File: src/rtl/instr_enc_pkg.sv
// instr_enc_pkg: shared format codes, opcodes, FSM states and immediate range limits for the RV32I encoder.
package instr_enc_pkg;
  typedef enum logic [2:0] {
    FMT_R   = 3'd0,
    FMT_I   = 3'd1,
    FMT_S   = 3'd2,
    FMT_B   = 3'd3,
    FMT_U   = 3'd4,
    FMT_J   = 3'd5,
    FMT_LI  = 3'd6,
    FMT_RSV = 3'd7
  } fmt_e;
  typedef enum logic [1:0] {
    ST_EMPTY = 2'd0,
    ST_FULL  = 2'd1,
    ST_LI2   = 2'd2
  } state_e;
  localparam logic [6:0] OP_LUI = 7'h37;
  localparam logic [6:0] OP_IMM = 7'h13;
  localparam int IMM12_MIN = -2048;
  localparam int IMM12_MAX = 2047;
  localparam int IMM13_MIN = -4096;
  localparam int IMM13_MAX = 4094;
  localparam int IMM21_MIN = -1048576;
  localparam int IMM21_MAX = 1048574;
endpackage

File: src/rtl/imm_field_pack.sv
// imm_field_pack: scatters an immediate into its RV32I bit positions; range flag only with INSTR_ENCODER_RANGE_CHECK_EN.
module imm_field_pack
  import instr_enc_pkg::*;
(
  input  fmt_e        fmt,
  input  logic [31:0] imm,
  output logic [31:0] bits,
  output logic        err
);
  assign bits = fmt == FMT_I ? {imm[11:0], 20'b0} :
                fmt == FMT_S ? {imm[11:5], 13'b0, imm[4:0], 7'b0} :
                fmt == FMT_B ? {imm[12], imm[10:5], 13'b0, imm[4:1], imm[11], 7'b0} :
                fmt == FMT_U ? {imm[31:12], 12'b0} :
                fmt == FMT_J ? {imm[20], imm[10:1], imm[11], imm[19:12], 12'b0} :
                32'b0;
`ifdef INSTR_ENCODER_RANGE_CHECK_EN
  logic signed [31:0] s;
  assign s = $signed(imm);
  assign err = (fmt == FMT_I || fmt == FMT_S) ? (s < IMM12_MIN || s > IMM12_MAX) :
               fmt == FMT_B ? (s < IMM13_MIN || s > IMM13_MAX || imm[0]) :
               fmt == FMT_J ? (s < IMM21_MIN || s > IMM21_MAX || imm[0]) :
               fmt == FMT_U ? |imm[11:0] :
               1'b0;
`else
  assign err = 1'b0;
`endif
endmodule

File: src/rtl/instr_encoder.sv
// instr_encoder: one-cycle RV32I instruction encoder with LI pseudo split into LUI+ADDI.
// Immediate range errors are reported only when INSTR_ENCODER_RANGE_CHECK_EN is defined.
module instr_encoder
  import instr_enc_pkg::*;
#(
  parameter logic [31:0] RESET_INSTR = 32'h00000013
) (
  input  logic        clk,
  input  logic        rst_n,
  input  logic        in_valid,
  output logic        in_ready,
  input  logic [2:0]  in_fmt,
  input  logic [6:0]  in_opcode,
  input  logic [6:0]  in_funct7,
  input  logic [4:0]  in_rd,
  input  logic [4:0]  in_rs1,
  input  logic [4:0]  in_rs2,
  input  logic [2:0]  in_funct3,
  input  logic [31:0] in_imm,
  output logic        out_valid,
  input  logic        out_ready,
  output logic [31:0] out_instr,
  output logic        out_err
);
  state_e      state, state_nx;
  fmt_e        fmt;
  logic        started, accept, li_two, pack_err, new_err;
  logic        use_rd, use_rs1, use_rs2, use_f3;
  logic [31:0] imm_bits, word, new_word, addi_rd, pend;
  logic [19:0] hi;
  logic [11:0] lo;
  assign fmt = fmt_e'(in_fmt);
  imm_field_pack u_pack (
    .fmt  (fmt),
    .imm  (in_imm),
    .bits (imm_bits),
    .err  (pack_err)
  );
  assign use_rd  = fmt inside {FMT_R, FMT_I, FMT_U, FMT_J};
  assign use_rs1 = fmt inside {FMT_R, FMT_I, FMT_S, FMT_B};
  assign use_rs2 = fmt inside {FMT_R, FMT_S, FMT_B};
  assign use_f3  = use_rs1;
  assign word = imm_bits | {fmt == FMT_R ? in_funct7 : 7'b0, use_rs2 ? in_rs2 : 5'b0,
                            use_rs1 ? in_rs1 : 5'b0, use_f3 ? in_funct3 : 3'b0,
                            use_rd ? in_rd : 5'b0, in_opcode};
  // Rounding the upper part compensates for ADDI sign-extending the low 12 bits.
  assign hi = in_imm[31:12] + {19'b0, in_imm[11]};
  assign lo = in_imm[11:0];
  assign li_two = fmt == FMT_LI && hi != 20'b0 && lo != 12'b0;
  assign addi_rd = {lo, in_rd, 3'b0, in_rd, OP_IMM};
  assign new_word = fmt == FMT_RSV ? RESET_INSTR :
                    fmt == FMT_LI  ? (hi == 20'b0 ? {lo, 5'b0, 3'b0, in_rd, OP_IMM} : {hi, in_rd, OP_LUI}) :
                    word;
  assign new_err = fmt == FMT_RSV || (fmt != FMT_LI && pack_err);
  always_ff @(posedge clk or negedge rst_n)
    if (!rst_n) begin
      state   <= ST_EMPTY;
      started <= 1'b0;
    end else begin
      state   <= state_nx;
      started <= 1'b1;
    end
  always_comb
    state_nx = accept ? (li_two ? ST_LI2 : ST_FULL) :
               state == ST_LI2 ? (out_ready ? ST_FULL : ST_LI2) :
               (state == ST_FULL && out_ready) ? ST_EMPTY : state;
  always_comb begin
    in_ready  = started && (state == ST_EMPTY || (state == ST_FULL && out_ready));
    out_valid = state != ST_EMPTY;
    accept    = in_valid && in_ready;
  end
  always_ff @(posedge clk or negedge rst_n)
    if (!rst_n) begin
      out_instr <= RESET_INSTR;
      out_err   <= 1'b0;
      pend      <= 32'b0;
    end else if (accept) begin
      out_instr <= new_word;
      out_err   <= new_err;
      pend      <= addi_rd;
    end else if (state == ST_LI2 && out_ready) begin
      out_instr <= pend;
      out_err   <= 1'b0;
    end
endmodule

File: config.mk
export PLATFORM = sky130hd
export DESIGN_NAME = instr_encoder
export DESIGN_NICKNAME = d
export VERILOG_FILES = /design/src/rtl/instr_enc_pkg.sv /design/src/rtl/imm_field_pack.sv /design/src/rtl/instr_encoder.sv
export SDC_FILE = /design/constraint.sdc
export NUM_CORES = 1
export LEC_CHECK = 0
export ABC_AREA = 0
export CORE_ASPECT_RATIO = 1.1
export CORE_MARGIN = 2
export CORE_UTILIZATION = 53
export DETAILED_ROUTE_END_ITERATION = 10
export GPL_TIMING_DRIVEN = 0
export PLACE_DENSITY_LB_ADDON = 0.05
export SYNTH_ARGS = -nofsm -noshare
export SYNTH_HDL_FRONTEND = slang
export SYNTH_SLANG_ARGS = --single-unit
File: constraint.sdc
create_clock -name clk -period 4.4 [get_ports clk]
set_input_delay 0.88 -clock clk [delete_from_list [all_inputs] [get_ports clk]]
set_output_delay 0.88 -clock clk [all_outputs]
set_load 0.005 [all_outputs]
==> results.toml <==
[clocking]
clock_latency_ns = 0.31
cts_tree = "done"
ctsRootBufferMaster = "clkbuf_8"
cts_setup_buffers = 0
cts_buffers = 5
cts-htree-levels = 2
cts_hold_buffers = 0
cts_resized = 0
cts.sinks = 54
path_clk_slew_ns = 0.10
cts_buffer_depth = 2

[route]
wirelength_microns = 11750
wl_per_cell_microns = 19.16
postRouteAntennaNets = 0
vias = 3771
drt_iter0_drc = 365
drc = 0
dr.pass1.iters = 5
vias_per_cell = 6.152

[grt]
antenna_found_initial = 0
grt_pass1_wl_microns = 18600
grt_max_degree = 36
grt_pass1_vias = 3567
grt-ovfl-total = 0
grt_use_total = 0.2991

[synthesis]
ys_ff_latch = 54
synth_most_common_cell = "dfrtp_1"
synth_top_area_share = 0.3355
ys_seq_area_frac = 0.3563
synth_area_leaders = "dfrtp_1 34%, mux2_2 5.0%, a21oi_1 4.2%"
synth_nets = 500
synth_area_per_cell_sq_um = 8.908
synthCells = 427
synth_cell_types = 68
synth_warnings = 0
async_reset_ff_frac = 1.000
netlist_top_cells_count = "51 x dfrtp_1, 40 x nand2_1, 36 x nor2_1"
yosysTopAreaCell = "dfrtp_1"
synth-main-ff-cell = "dfrtp_1"
synth_edf_count = 0
syn_area_sq_mm = 0.003804

[critical_path]
crit_arrival_ns = 4.05
r2r_end = "out_instr[8]"
reg2reg_slack_ns = 1.96
r2r_cells = 7
crit_fanout = 10
worstPathRequired_ns = 4.60
critPathKind = "in2reg"
worstSetupEndpointType = "flip-flop"
r2r_start = "state[0]"
crit_path_start_kind = "input port"

[sta]
drv_slew = 0
tightestPinTransition_ns = 0.6831
hold_viol_final = 0
setup_violations = 0
max_freq_mhz = 259.8
relSlewSlack = 0.5446
post-route-period-util = 0.8747
min_period_ns = 3.849
rsz0062_at_grt = "false"
skew_ns = 0.009063
finalSetupTns_ns = 0

[power]
intPower_mw = 1.110
power.density_mw_per_mm2 = 320.0
p_seq_frac = 0.430
switchingPower_mw = 0.4782
vdd_drop_max_v = 0.0002538
power_frac_comb = 0.352
p_leak_nw = 1.971
swShare = 0.3012
pwr-share-clk = 0.218

[floorplanning]
dieArea_sq_mm = 0.007871
die_h_microns = 92.85
initial_utilization = 0.5460
die_w_microns = 84.77
num_rows = 32
coreArea_sq_mm = 0.006967
ioPinCount = 106

[worst_hold_path]
whs_endpoint = "pend[4]"
min_from = "pend[4]"
min_path_cells = 1
hp-class = "reg2reg"

[placement]
placed_area_sq_mm = 0.004846
hpwl_microns = 9061
io_buffers = 92
place_congestion = 0.9382

[cells_and_area]
drive_gt1_frac = 0.1193
fin_util = 0.7123
multi_input_area_sq_mm = 0.002170
antenna_cells = 0
nFillCells = 547
nets = 600
area_growth_pct = 30.46
fin_area_sq_mm = 0.004962
seq_area_sq_mm = 0.001355

[run_status]
outcome = "completed"

[job]
maxCapViolations = 0
metal layers:
metal | track usage | vias to the layer above | wire (microns)
li1 | - | 1777 | -
met1 | 0.4240 | 1799 | 5039
met2 | 0.5000 | 184 | 5697
met3 | 0.02941 | 11 | 880
met4 | 0.06085 | 0 | 128
met5 | 0 | - | 0
kinds of logic (layout without fill, tap and decap cells):
kind of cell	count (synthesis)	count (layout)	share of synthesized area
xor gates and xnor gates	22	22	0.05066
DFF	54	54	0.3563
and+or+nand+nor	152	152	0.2138
muxes	29	29	0.08191
buffers and inverters	43	144	0.07335
other	1	1	0.0009859
AOI/OAI and AO/OA	124	124	0.2164
adders and majority gates	2	2	0.006578
state kept, by name (all words and copies together) (netlist names):
name,flops
pend,18
state,2
out_instr,32
started,1
out_err,1
power groups by stage:
stage,logic (mW),clock network (mW),registers [mW]
after CTS,0.560,0.347,0.682
after floorplan,0.251,0,0.687
after global placement,0.544,0,0.688
after detailed placement,0.557,0,0.691
after global routing,0.606,0.366,0.696
final,0.559,0.346,0.683
per-stage QoR:
| stage | worst slack, ns | power (mW) | std cells | hold WS (ns) |
|---|---|---|---|---|
| detailed placement | 0.3243 | 1.249 | 605 | 0.4525 |
| finish | 0.5513 | 1.588 | 613 | 0.4862 |
| global placement | 0.3686 | 1.232 | 604 | 0.4515 |
| CTS | 0.6345 | 1.588 | 613 | 0.4815 |
| global route | 0.4253 | 1.668 | 613 | 0.4983 |
| floorplan | 1.416 | 0.9377 | 427 | 0.4349 |
worst max-delay path, cell delays in order:
cell             delay, ns
clkdlybuf4s50_1       0.63
ha_1                  0.28
ha_1                  0.32
nand2_1               0.21
nor4_2                0.50
nor4_1                0.09
a31o_1                0.23
a31oi_1               0.22
buf_2                 0.32
a21oi_1               0.12
o221a_1               0.25
worst max-delay path by stage:
stage | from | end | slack (ns)
2_1_floorplan | in_imm[11] | out_instr[22] | 1.42
3_3_place_gp | in_imm[11] | out_instr[29] | 0.37
3_5_place_dp | in_imm[11] | out_instr[29] | 0.32
4_1_cts | in_imm[11] | out_instr[29] | 0.63
5_1_grt | in_imm[11] | out_instr[29] | 0.43
6_report | in_imm[11] | out_instr[29] | 0.55
placed cells by master, fill, tap and decap left out, types with 4 or more instances in the layout:
master           synthesis  routed
mux2_2                  17      17
o21ai_0                 28      28
buf_6                    6       6
nor2_1                  36      36
nand2_1                 40      40
nor3_1                   6       6
clkdlybuf4s50_1          0      91
a211oi_1                 4       4
nand3_1                 19      19
xor2_1                  11      11
nand4_1                  4       4
a221oi_1                10      10
o21a_1                   4       4
dfrtp_1                 51      51
o22ai_1                  8       8
nand2b_1                 4       4
a21oi_1                 32      32
inv_1                    5       5
xnor2_1                 11      11
clkbuf_8                 3       8
clkbuf_1                20      20
buf_2                    5       6
nor4_1                   6       6
a31oi_1                  7       7
mux2i_1                 12      12
nor2b_1                  7       7
layout make-up:
| cell class | instances | share of cell area |
|---|---|---|
| timing repair buffer | 93 | 0.1886 |
| tap | 85 | 0.02143 |
| multi-input combinational | 330 | 0.4372 |
| buffer | 38 | 0.05245 |
| clock buffer | 5 | 0.01387 |
| inverter | 5 | 0.003782 |
| clock inverter | 3 | 0.009581 |
| sequential | 54 | 0.2731 |
(Power assumes the default switching activity.)
